--- src/rtl/tx_arbiter_if.sv ---
// Bundle of signals between the requesters/transmitter side and the TX arbiter.
// The slave modport is the arbiter's view; the master modport is the environment's view.
interface tx_arbiter_if #(
  parameter int N_REQ = 4
);
  logic [N_REQ-1:0]   req;
  logic [8*N_REQ-1:0] req_data;
  logic [N_REQ-1:0]   grant;
  logic [N_REQ-1:0]   ack;
  logic               timeout;
  logic               busy;
  logic               tx_start;
  logic [7:0]         tx_data;
  logic               tx_done;

  modport slave (
    input  req, req_data, tx_done,
    output grant, ack, timeout, busy, tx_start, tx_data
  );

  modport master (
    output req, req_data, tx_done,
    input  grant, ack, timeout, busy, tx_start, tx_data
  );
endinterface

--- src/rtl/tx_arbiter.sv ---
// Round-robin arbiter sharing one UART transmitter among N_REQ byte requesters.
// One byte per grant: IDLE -> START -> WAIT (until tx_done or timeout) -> RELEASE.
module tx_arbiter #(
  parameter int N_REQ   = 4,
  parameter int TIMEOUT = 4096
) (
  input  logic        clk,
  input  logic        rst_n,
  tx_arbiter_if.slave bus
);

  localparam int PW = $clog2(N_REQ);
  localparam int CW = $clog2(TIMEOUT);

  localparam logic [1:0] S_IDLE    = 2'd0;
  localparam logic [1:0] S_START   = 2'd1;
  localparam logic [1:0] S_WAIT    = 2'd2;
  localparam logic [1:0] S_RELEASE = 2'd3;

  logic [1:0]       state_q, state_d;
  logic [N_REQ-1:0] grant_q, grant_d;
  logic [PW-1:0]    ptr_q, ptr_d;
  logic [PW-1:0]    owner_q, owner_d;
  logic [7:0]       data_q, data_d;
  logic [CW-1:0]    cnt_q, cnt_d;
  logic             to_q, to_d;

  logic [PW-1:0]    win_idx;
  logic             any_req;

  // Scan ptr+1, ptr+2, ... wrapping; the last served requester ranks lowest.
  function automatic logic [PW-1:0] rr_pick(input logic [N_REQ-1:0] r,
                                            input logic [PW-1:0]    p);
    logic [PW-1:0] pick;
    int            idx;
    pick = '0;
    for (int i = N_REQ; i >= 1; i--) begin
      idx = int'(p) + i;
      if (idx >= N_REQ) idx = idx - N_REQ;
      if (r[idx]) pick = PW'(idx);
    end
    return pick;
  endfunction

  assign any_req = |bus.req;
  assign win_idx = rr_pick(bus.req, ptr_q);

  always_comb begin
    state_d = state_q;
    grant_d = grant_q;
    ptr_d   = ptr_q;
    owner_d = owner_q;
    data_d  = data_q;
    cnt_d   = cnt_q;
    to_d    = to_q;
    case (state_q)
      S_IDLE: begin
        if (any_req) begin
          grant_d = N_REQ'(1) << win_idx;
          owner_d = win_idx;
          data_d  = bus.req_data[{win_idx, 3'b000} +: 8];
          state_d = S_START;
        end
      end
      S_START: begin
        cnt_d   = '0;
        to_d    = 1'b0;
        state_d = S_WAIT;
      end
      S_WAIT: begin
        // A completion on the last allowed cycle still counts as normal.
        if (bus.tx_done) begin
          to_d    = 1'b0;
          state_d = S_RELEASE;
        end else if (cnt_q == CW'(TIMEOUT - 1)) begin
          to_d    = 1'b1;
          state_d = S_RELEASE;
        end else begin
          cnt_d = cnt_q + 1'b1;
        end
      end
      S_RELEASE: begin
        ptr_d   = owner_q;
        grant_d = '0;
        state_d = S_IDLE;
      end
      default: begin
        grant_d = '0;
        state_d = S_IDLE;
      end
    endcase
  end

  always_ff @(posedge clk or negedge rst_n) begin
    if (!rst_n) begin
      state_q <= S_IDLE;
      grant_q <= '0;
      ptr_q   <= PW'(N_REQ - 1);
      owner_q <= '0;
      data_q  <= '0;
      cnt_q   <= '0;
      to_q    <= 1'b0;
    end else begin
      state_q <= state_d;
      grant_q <= grant_d;
      ptr_q   <= ptr_d;
      owner_q <= owner_d;
      data_q  <= data_d;
      cnt_q   <= cnt_d;
      to_q    <= to_d;
    end
  end

  // Pulses are decoded from the state register so reset clears them at once.
  assign bus.grant    = grant_q;
  assign bus.ack      = (state_q == S_RELEASE) ? grant_q : '0;
  assign bus.timeout  = (state_q == S_RELEASE) && to_q;
  assign bus.busy     = (state_q != S_IDLE);
  assign bus.tx_start = (state_q == S_START);
  assign bus.tx_data  = data_q;

endmodule

--- src/flat_wrapper.sv ---
// flat-port wrapper written by rule: the top's interface ports become plain ports
module tx_arbiter_flat 
#(
  parameter int N_REQ   = 4,
  parameter int TIMEOUT = 4096
)
  (clk, rst_n, bus_req, bus_req_data, bus_tx_done, bus_grant, bus_ack, bus_timeout, bus_busy, bus_tx_start, bus_tx_data);
  tx_arbiter_if #(.N_REQ(N_REQ)) bus_i ();
  input  logic clk;
  input  logic rst_n;
  input wire logic [$bits(bus_i.req)-1:0] bus_req;
  input wire logic [$bits(bus_i.req_data)-1:0] bus_req_data;
  input wire logic [$bits(bus_i.tx_done)-1:0] bus_tx_done;
  output wire logic [$bits(bus_i.grant)-1:0] bus_grant;
  output wire logic [$bits(bus_i.ack)-1:0] bus_ack;
  output wire logic [$bits(bus_i.timeout)-1:0] bus_timeout;
  output wire logic [$bits(bus_i.busy)-1:0] bus_busy;
  output wire logic [$bits(bus_i.tx_start)-1:0] bus_tx_start;
  output wire logic [$bits(bus_i.tx_data)-1:0] bus_tx_data;
  assign bus_i.req = bus_req;
  assign bus_i.req_data = bus_req_data;
  assign bus_i.tx_done = bus_tx_done;
  assign bus_grant = bus_i.grant;
  assign bus_ack = bus_i.ack;
  assign bus_timeout = bus_i.timeout;
  assign bus_busy = bus_i.busy;
  assign bus_tx_start = bus_i.tx_start;
  assign bus_tx_data = bus_i.tx_data;
  tx_arbiter #(.N_REQ(N_REQ), .TIMEOUT(TIMEOUT)) u_core (.clk(clk), .rst_n(rst_n), .bus(bus_i));
endmodule
--- config.mk ---
export PLATFORM = sky130hd
export DESIGN_NAME = tx_arbiter_flat
export DESIGN_NICKNAME = d
export VERILOG_FILES = /design/src/rtl/tx_arbiter_if.sv /design/src/rtl/tx_arbiter.sv /design/src/flat_wrapper.sv
export SDC_FILE = /design/constraint.sdc
export NUM_CORES = 1
export LEC_CHECK = 0
export BUFFER_PORTS_ARGS = -buffer_cell sky130_fd_sc_hd__buf_2
export CELL_PAD_IN_SITES_DETAIL_PLACEMENT = 1
export CELL_PAD_IN_SITES_GLOBAL_PLACEMENT = 1
export CORE_MARGIN = 3
export CORE_UTILIZATION = 38
export CTS_BUF_LIST = sky130_fd_sc_hd__clkbuf_16
export DETAILED_ROUTE_END_ITERATION = 10
export GPL_TIMING_DRIVEN = 0
export MAX_ROUTING_LAYER = met4
export PLACE_DENSITY_LB_ADDON = 0.1
export SETUP_SLACK_MARGIN = 0.15
export SKIP_LAST_GASP = 1
export SLEW_MARGIN = 5
export SYNTH_ARGS = -nofsm -noshare
export SYNTH_HDL_FRONTEND = slang
export SYNTH_SLANG_ARGS = --single-unit
--- constraint.sdc ---
create_clock -name clk -period 2.1 [get_ports clk]
set_clock_uncertainty 0.05 [all_clocks]
set_input_delay 0.525 -clock clk [delete_from_list [all_inputs] [get_ports clk]]
set_output_delay 0.525 -clock clk [all_outputs]
set_load 0.01 [all_outputs]
==> Yosys cells after proc, flatten, opt, wreduce, memory -nomap -nowiden <==
Cells that the tools add are included.
{ "totals": {"inputBits": 39, "ff_bits": 31} }
{ "classes": {"magnitude_cmp": 8, "muxes": 33, "add_sub_neg": 9, "shift": 2, "reduce_logical": 11, "n_eq_ne": 8} }
{ "ops": {"columns": ["op", "n"], "rows": [
  ["32-bit by 4-bit >= comparator with 1-bit output (second input constant)", 4],
  ["32-bit by 4-bit less-than comparator with 1-bit output (second input constant)", 4],
  ["32-bit 2-to-1 mux", 4],
  ["32-bit by 4-bit subtractor with 32-bit output (second input constant)", 4],
  ["32-bit by 6-bit indexed part select with 8-bit output", 1],
  ["12-bit 2-to-1 mux", 2],
  ["12-bit case mux with 2 select lines", 1],
  ["2-bit 2-to-1 mux", 7],
  ["12-bit by 1-bit adder with 12-bit output (second input constant)", 1],
  ["12-bit equality test (second input constant)", 1],
  ["1-bit 2-to-1 mux", 10],
  ["1-bit binary-select mux with 2-bit select", 4],
  ["4-bit 2-to-1 mux", 2],
  ["2-bit case mux with 4 select lines", 1],
  ["4-bit case mux with 2 select lines", 1],
  ["2-bit AND reduction", 4],
  ["2-bit by 2-bit adder with 3-bit output (second input constant)", 2],
  ["2-bit nonzero test", 3],
  ["2-bit by 3-bit adder with 4-bit output (second input constant)", 1],
  ["2-bit equality test (second input constant)", 2],
  ["2-bit != test (second input constant)", 2],
  ["4-bit OR reduction", 1],
  ["1-bit by 2-bit left shift with 4-bit output (first input constant)", 1],
  ["2-bit by 1-bit adder with 3-bit output (second input constant)", 1],
  ["7 further kinds", 7]
]} }

==> Depth between registers and ports, before layout <==
Gate-level depths: netlist of the first run.
{ "logic_depth": {"depth_word": 13, "ltp_mapped": 8, "depth_no_buf": 7} }

==> Least setup slack after synthesis of the first run <==
Ideal clock, no wire load.
{ "synth_timing": {"path_kind": "flip-flop to flip-flop", "start": "register u_core.state_q[0]", "end": "register u_core.cnt_q[11]", "path_slack_ns": 0.189, "path_stages_with_launch": 9, "t_required_ns": 1.926, "setup_ns": 0.124, "arrival_time_ns": 1.737, "cell_sequence": "dfrtp_1 inv_1 ha_1 clkbuf_1 and3_1 o2111ai_1 a211oi_1 xnor2_1 nor2_1"} }
{ "synth_between": {"elab_chain_len": 3, "word_cells_on_any_way": 7} }
{ "synth_rtl": {"columns": ["item", "line_no", "source"], "rows": [
  ["start, declared", "tx_arbiter.sv:20", "logic [1:0] state_q, state_d;"],
  ["start signal, assigned", "tx_arbiter.sv:104", "state_q <= state_d;"],
  ["2-bit equality test / 2-bit by 1-bit equality test with 1-bit output (equally long branches)", "tx_arbiter.sv:56", "case (state_q)"],
  ["2-bit != test (no line) / 2-bit nonzero test (equally long branches)", null, null],
  ["3-bit AND reduction (no line)", null, null],
  ["end signal, assigned", "tx_arbiter.sv:109", "cnt_q <= cnt_d;"],
  ["end, declared", "tx_arbiter.sv:25", "logic [CW-1:0] cnt_q, cnt_d;"]
]} }
Parallel ways exist; a longest one is shown, timed or not.
A chain may end at the register's enable or synchronous reset.

==> Final worst setup path of the first run <==
{ "layout_timing": {"start": "register u_core.ptr_q[0]", "end": "register u_core.data_q[6] (netlist: u_core.bus.tx_data[6])"} }
{ "layout_between": {"elab_chain_len": 11, "word_cells_on_any_way": 33} }
{ "layout_rtl": {"columns": ["item", "line_no", "source"], "rows": [
  ["start, declared", "tx_arbiter.sv:22", "logic [PW-1:0] ptr_q, ptr_d;"],
  ["start signal, assigned", "tx_arbiter.sv:98", "ptr_q <= PW'(N_REQ - 1);"],
  ["start signal, assigned", "tx_arbiter.sv:106", "ptr_q <= ptr_d;"],
  ["2-bit by 3-bit adder with 4-bit output", "tx_arbiter.sv:38", "idx = int'(p) + i;"],
  ["32-bit by 4-bit subtractor with 32-bit output / 32-bit by 4-bit >= comparator with 1-bit output (equally long branches)", "tx_arbiter.sv:39", "if (idx >= N_REQ) idx = idx - N_REQ;"],
  ["32-bit 2-to-1 mux", "tx_arbiter.sv:39", null],
  ["1-bit binary-select mux with 2-bit select", "tx_arbiter.sv:40", "if (r[idx]) pick = PW'(idx);"],
  ["1-bit 2-to-1 mux (not written as such) (2 in a row)", "tx_arbiter.sv:40", null],
  ["2-bit 2-to-1 mux (3 in a row)", "tx_arbiter.sv:40", null],
  ["2-bit 2-to-1 mux (*)", "tx_arbiter.sv:40", null],
  ["32-bit by 6-bit indexed part select with 8-bit output (*)", "tx_arbiter.sv:61", "data_d = bus.req_data[{win_idx, 3'b000} +: 8];"],
  ["end signal, assigned", "tx_arbiter.sv:108", "data_q <= data_d;"],
  ["end, declared", "tx_arbiter.sv:24", "logic [7:0] data_q, data_d;"]
]} }
Every way passes the cells marked *; elsewhere a longest branch is shown, timed or not. The select of a mux whose other input is x is not followed.

==> results.md, run 1 <==
* CP Class: reg2reg
* Post-Syn Area at 1990 um^2
* Syn nets at 257
* Post-place setup slack at -0.157 ns
* Antenna-violating nets left at 0
* Worst-path clk slew at around 0.05 ns
* Setup WS post-layout at 0.178 ns
* Crit path max fanout at 10
* H-tree Lvls at 2
* Die width at 78.4 um
* Synth area leader: dfrtp_1
* Layout cell share with drive strength beyond 1 at 0.410
* Max-slew headroom at 0.504
* Slew at the pin with the worst max-slew slack at 0.744 ns
* CTS max path bufs at 2
* Synth Register Bits at 31
* Avg WL per Cell at ~17 um
* TritonCTS Buffers at 5
* Post-synth top cells: dfrtp_1, nand2_1, nor2_1
* Latest clock arrival within the worst-skew pair at 0.28 ns
* Antenna fix cells at 0
* Vias in the first global route at 2032
* Synth top area share at 0.365
* Setup Viol. Count Final at 0
* Crit path required time at 2.20 ns
* Synth top area cells: dfrtp_1, a211oi_1, mux2i_1
* DRT iter0 DRCs at 57
* Nature of the critical path startpoint: flop
* Arrival @ worst endpoint at slightly above 2 ns
* Largest net degree at the start of global routing at 32
* Chip height at 78.4 um
* Initial antenna violation count at 0
* Max Cap Violations at 0
* CTS tree: built
* Fin. max-slew vios at 0
* Status: completed
* Num rows at 25
* Post-synth EDFFs at 0
* Core ar. at 4880 um^2
* RSZ-0062 raised after global routing: yes
* Global-route usage over all layers at 0.209
* Gr ovfl total at 0
* DRT Wirelength at 6.23 mm
* Power Total at 3.61 mW
* Hold Path Class: in2async
* Final Critical Period at approximately 1.9 ns
* First-pass GRT wire length at roughly 9.8 mm
* Fmax at 520 MHz
* I/O pin total at 58
* Main flop type after synthesis: dfrtp_1
* Area growth syn-to-layout at 38.9%
* GPL Wtd Cong at 0.799
* Clock Tree Root: clkbuf_16
* Fin crit share at 0.915
* Count leader, synth: dfrtp_1
* Register area share after synthesis at 0.391
* Leak Pwr at 1.23 nW
* Mapped Cells at 213
* Fin Hold WS at between 0.2 and 0.3 ns
* CP endpoint kind: flop
* # clock sinks at 31
* Detailed Place HPWL at about 4.2 mm
* Pwr dens at 1310 nW/um^2
* Starting Density at 0.408
* Synth warn at 0
* I/O Buffers at 57
* Mean post-synth cell area at 9.34 um^2
* Hold Vio Cnt, Final at 0
* DRC at 0
* Cell variety after synth at between 50 and 60
* DR vias at 1942
* Vias/cell at 5.44
* FFs w/ async S/R, synth at 1.00
* Die area at 6140 um^2
* Nets at between 300 and 400
* Worst vdd ir at ~0.61 mV
* First-pass iteration count of the detailed router at 4
## cell type report
class	count	area (um^2)
clock buffer	5	125
inverter	8	30.0
clock inverter	3	12.5
timing repair buffer	69	375
multi-input combinational	164	1260
tap	67	83.8
fill	570	2120
buffer	10	90.1
sequential	31	781
## repair_timing
action / in CTS / in global routing
cloned: 0 / 0
endpoints found under the setup margin: 24 / 26
gates resized for setup: 14 / 27
buffers inserted: 2 / 10
pin swaps: 2 / 6
hold buffers: 0 / 0
## layout by cell type (no fill, tap or decap), types with 5 or more instances in the layout
master,n
a211oi_1,13
and2_1,5
nor3_1,7
o31ai_1,7
buf_4,13
nand4_1,6
clkbuf_16,5
dfrtp_1,27
a21oi_1,11
inv_1,5
mux2i_1,10
nand2_1,20
nor2_1,19
buf_2,58
## metrics by stage
stage                     instance area [um^2]  cells  TNS [ns]   util
after floorplan                           1990    213         0      -
after global placement                    2360    337    -0.206  0.483
after detailed placement                  2360    337    -0.458  0.483
after CTS                                 2560    347         0  0.526
after global routing                      2760    357         0  0.566
final                                     2760    357         0  0.566
## report_power, final
group          internal (mW)  leakage (nW)  switching, mW
registers              0.807         0.390          0.176
logic                  0.847         0.761           1.09
clock network          0.428        0.0762          0.268
## state kept, by name, indices dropped and copies added, names as in the netlist
| name | flops |
|---|---|
| u_core.ptr_q | 2 |
| u_core.bus.tx_data | 8 |
| u_core.bus.grant | 4 |
| u_core.to_q | 1 |
| u_core.state_q | 2 |
| u_core.cnt_q | 12 |
| u_core.owner_q | 2 |
## cell families after synthesis
family          synth area share
compound gates             0.233
xor+xnor                  0.0132
fa+ha+maj                 0.0314
buf+inv                   0.0497
flops                      0.391
mux                       0.0616
simple gates               0.220
## layer usage
| metal | part of all wire | track usage |
|---|---|---|
| met4 | 0.010 | 0.0507 |
| met5 | 0 | - |
| met2 | 0.52 | 0.372 |
| met3 | 0.031 | 0.0413 |
| met1 | 0.43 | 0.243 |
## critical path: stages, from the launching register on
cell and delay (ns):
dfstp_2 0.59, nand2b_4 0.15, a21oi_4 0.08, or3_4 0.36
buf_8 0.17, a2111oi_4 0.32, a311oi_1 0.08
## final timing paths
kind / startpoint / end / slack (ns) / depth (start not counted)
worst max-delay path: u_core.ptr_q[0] / u_core.bus.tx_data[6] / 0.18 / 6
worst min-delay path: rst_n / u_core.cnt_q[7] / 0.26 / 1
worst max register to register: u_core.ptr_q[0] / u_core.bus.tx_data[6] / 0.18 / 6
worst min register to register: u_core.owner_q[1] / u_core.owner_q[1] / 0.44 / 2
max in group asynchronous: rst_n / u_core.state_q[0] / 1.21 / 1
min in group clk: u_core.owner_q[1] / u_core.owner_q[1] / 0.44 / 2
(Power assumes the default switching activity.)
==> run 2, diff against run 1 <==
--- a/config.mk
+++ b/config.mk
@@ -5,11 +5,12 @@
 export SDC_FILE = /design/constraint.sdc
 export NUM_CORES = 1
 export LEC_CHECK = 0
+export ABC_AREA = 1
 export BUFFER_PORTS_ARGS = -buffer_cell sky130_fd_sc_hd__buf_2
 export CELL_PAD_IN_SITES_DETAIL_PLACEMENT = 1
 export CELL_PAD_IN_SITES_GLOBAL_PLACEMENT = 1
 export CORE_MARGIN = 3
-export CORE_UTILIZATION = 38
+export CORE_UTILIZATION = 36
 export CTS_BUF_LIST = sky130_fd_sc_hd__clkbuf_16
 export DETAILED_ROUTE_END_ITERATION = 10
 export GPL_TIMING_DRIVEN = 0
==> run 2 against run 1 <==
Clock power down 3.6%. Core utilization down 2.3 points. Combinational power up 82%. Final area up 9.0%. Total power up 42%. Global-route usage down 2.9 points. Routed wire length up 3.9%. Register-to-register slack worse by 0.09 ns. Critical path type unchanged. Sequential power down 4.4%. Synthesized cell count up 42%. Fmax down 4.5%. Sequential share of layout area down 2.4 points.
==> results.md, run 2 <==
* Antenna fix cells at 0 (unchanged)
* Largest net degree at the start of global routing at 32 (unchanged)
* First-pass iteration count of the detailed router at 4 (unchanged)
* CP endpoint kind: flop (unchanged)
* Mean post-synth cell area at 6.91 um^2 (was 9.34 um^2)
* Fmax at 497 MHz (was 520 MHz)
* Leak Pwr at 1.69 nW (was 1.23 nW)
* Status: completed (unchanged)
* Synth top area share at 0.348 (was 0.365)
* Num rows at 27 (was 25)
* FFs w/ async S/R, synth at 1.00 (unchanged)
* Nature of the critical path startpoint: flop (unchanged)
* Top reg by flops: u_core.cnt_q (unchanged)
* Pwr dens at 1700 nW/um^2 (was 1310 nW/um^2)
* Fin. max-slew vios at 0 (unchanged)
* Synth Register Bits at 31 (unchanged)
* Register area share after synthesis at 0.373 (was 0.391)
* DRC at 0 (unchanged)
* CTS max path bufs at 2 (unchanged)
* GPL Wtd Cong at 0.728 (was 0.799)
* Nets at 429 (was 333)
* Chip height at 82.1 um (was 78.4 um)
* Post-layout util at 0.543 (was 0.566)
* Synth warn at 0 (unchanged)
* Worst-path clk slew at 0.05 ns (about the same)
* Dpl cell area at 2460 um^2 (was 2360 um^2)
* Avg WL per Cell at 14.1 um (was 17.4 um)
* CTS tree: built (unchanged)
* Worst path most repeated cell: nand2_4
* Layout fillers at 728 (was 570)
* TritonCTS Buffers at 5 (unchanged)
* # clock sinks at 31 (unchanged)
* Arrival @ worst endpoint at 2.12 ns (was 2.02 ns)
* H-tree Lvls at 2 (unchanged)
* Fin Setup TNS at 0 ns (unchanged)
* Hold Path Class: in2async (unchanged)
* Synth area leader: dfrtp_1 (unchanged)
* Slew at the pin with the worst max-slew slack at 0.700 ns (was 0.744 ns)
* First-pass GRT wire length at 9.11 mm (was 9.83 mm)
* Count leader, synth: nand2_1 (was dfrtp_1)
* Clock Tree Root: clkbuf_16 (unchanged)
* Post-synth top cells: nand2_1, inv_1, dfrtp_1 (was dfrtp_1, nand2_1, nor2_1)
* Vias/cell at 4.85 (was 5.44)
* DRT iter0 DRCs at 56 (was 57)
* Fin crit share at 0.959 (was 0.915)
* I/O Buffers at 57 (unchanged)
* Global-route usage over all layers at 0.180 (was 0.209)
* Die width at 82.1 um (was 78.4 um)
* Design area at 3010 um^2 (was 2760 um^2)
* Synth top area cells: dfrtp_1, nand2_1, inv_1 (was dfrtp_1, a211oi_1, mux2i_1)
* Gr ovfl total at 0 (unchanged)
* Main flop type after synthesis: dfrtp_1 (unchanged)
* Max-slew headroom at 0.533 (was 0.504)
* Max reg flops at 12 (unchanged)
* Core ar. at 5540 um^2 (was 4880 um^2)
* Final Critical Period at 2.01 ns (was 1.92 ns)
* Most frequent cells in the layout: nand2_1, buf_2, inv_1 (was buf_2, dfrtp_1, nand2_1)
* Layout cell share with drive strength beyond 1 at 0.381 (was 0.410)
* R2r setup slk at 0.09 ns (was 0.18 ns)
* Most common cell after layout, fill and taps aside: nand2_1 (was buf_2)
* Max Cap Violations at 0 (unchanged)
* Cell variety after synth at 36 (was 51)
* Crit path max-delay cell type: dfstp_2 (unchanged)
* Crit path required time at 2.21 ns (was 2.20 ns)
* CP max stage delay at 0.54 ns (was 0.59 ns)
* Initial antenna violation count at 0 (unchanged)
* Post-Syn Area at 2090 um^2 (was 1990 um^2)
* RSZ-0062 raised after global routing: yes (unchanged)
* DR vias at 2222 (was 1942)
* I/O pin total at 58 (unchanged)
* Setup Viol. Count Final at 0 (unchanged)
* Area growth syn-to-layout at 44.3% (was 38.9%)
* Worst vdd ir at 0.913 mV (was 0.613 mV)
* CP Class: reg2reg (unchanged)
* DRT Wirelength at 6.47 mm (was 6.23 mm)
* Detailed Place HPWL at 4.19 mm (was 4.20 mm)
* Syn nets at 346 (was 257)
* Vias in the first global route at 2075 (was 2032)
* Die area at 6740 um^2 (was 6140 um^2)
* Latest clock arrival within the worst-skew pair at 0.28 ns (about the same)
* Critical Path, Cell by Cell: buf_8 > clkinv_8 > nand2_4 > nand2_4 > nand2_4 > nand2_2 > inv_2 > nand2_2 > nand2_4 > nand2_8 > inv_8 > clkbuf_16 > nand2_1 > nand3b_1 > nand3_1 (was nand2b_4 > a21oi_4 > or3_4 > buf_8 > a2111oi_4 > a311oi_1)
* Crit path max fanout at 8 (was 10)
* Starting Density at 0.376 (was 0.408)
* Hold Vio Cnt, Final at 0 (unchanged)
* Antenna-violating nets left at 0 (unchanged)
* Mapped Cells at 302 (was 213)
* Post-synth EDFFs at 0 (unchanged)
[run 2: report_power, final]
part / switching, mW / leakage [nW] / total (mW) / internal (mW)
Sequential: 0.133 / 0.402 / 0.940 / 0.807
Clock: 0.245 / 0.0762 / 0.671 / 0.427
Combinational: 2.07 / 1.21 / 3.52 / 1.45
[run 2: cell families (layout without fill, tap and decap cells)]
kind of cell / Yosys count / in the layout / share of synthesized area
and+or+nand+nor: 169 / 170 / 0.376
buffers and inverters: 65 / 148 / 0.136
AOI/OAI and AO/OA: 32 / 32 / 0.0858
DFF: 31 / 31 / 0.373
adders and majority gates: 5 / 5 / 0.0300
[run 2: path summary, 6_finish.rpt]
| path | endpoint | depth (start not counted) | startpoint |
|---|---|---|---|
| worst min-delay path | u_core.cnt_q[11] | 1 | rst_n |
| max in group asynchronous | u_core.bus.grant[2] | 1 | rst_n |
| worst min register to register | u_core.bus.tx_data[5] | 2 | u_core.bus.tx_data[5] |
| worst max-delay path | u_core.bus.tx_data[7] | 15 | u_core.ptr_q[0] |
| worst max register to register | u_core.bus.tx_data[7] | 15 | u_core.ptr_q[0] |
| min in group clk | u_core.to_q | 2 | bus_tx_done |
[run 2: stage by stage]
step                power [mW]  hold slack [ns]  setup slack, ns  std cells
finish                    5.13            0.243           0.0862        458
global route              5.56            0.294          -0.0169        458
CTS                       4.27            0.269            0.132        443
detailed placement        3.45            0.427          -0.0173        431
global placement          3.41            0.408           0.0505        431
floorplan                 2.78            0.179            0.323        302
[run 2: layout make-up]
type,count,area (um^2),area share
clock buffer,5,125,0.0416
multi-input combinational,207,1220,0.407
tap,72,90.1,0.0299
clock inverter,3,12.5,0.00416
inverter,58,243,0.0806
timing repair buffer,75,467,0.155
buffer,7,70.1,0.0233
sequential,31,778,0.259
[run 2: critical path: cells and delay by family (launching register included)]
kind	cells	cell delay, ns
buf+inv	5	0.51
flops	1	0.54
simple gates	10	0.80
[run 2: per-layer routing]
metal  vias to the layer above  routed length (um)  GRT usage  part of all wire
met3                        10                 247     0.0412             0.038
met4                         0                 104     0.0565             0.016
li1                       1104                   -          -                 -
met2                        35                3510      0.327              0.54
met5                         -                   0          -                 0
met1                      1073                2620      0.194              0.40
[run 2: repair_timing]
action / CTS / global route
setup endpoints to repair: 13 / 25
setup buffers: 3 / 13
hold endpoints to repair: 0 / 0
hold buffers: 0 / 0
gates cloned: 1 / 2
pin swaps: 4 / 20
gates resized for setup: 3 / 66
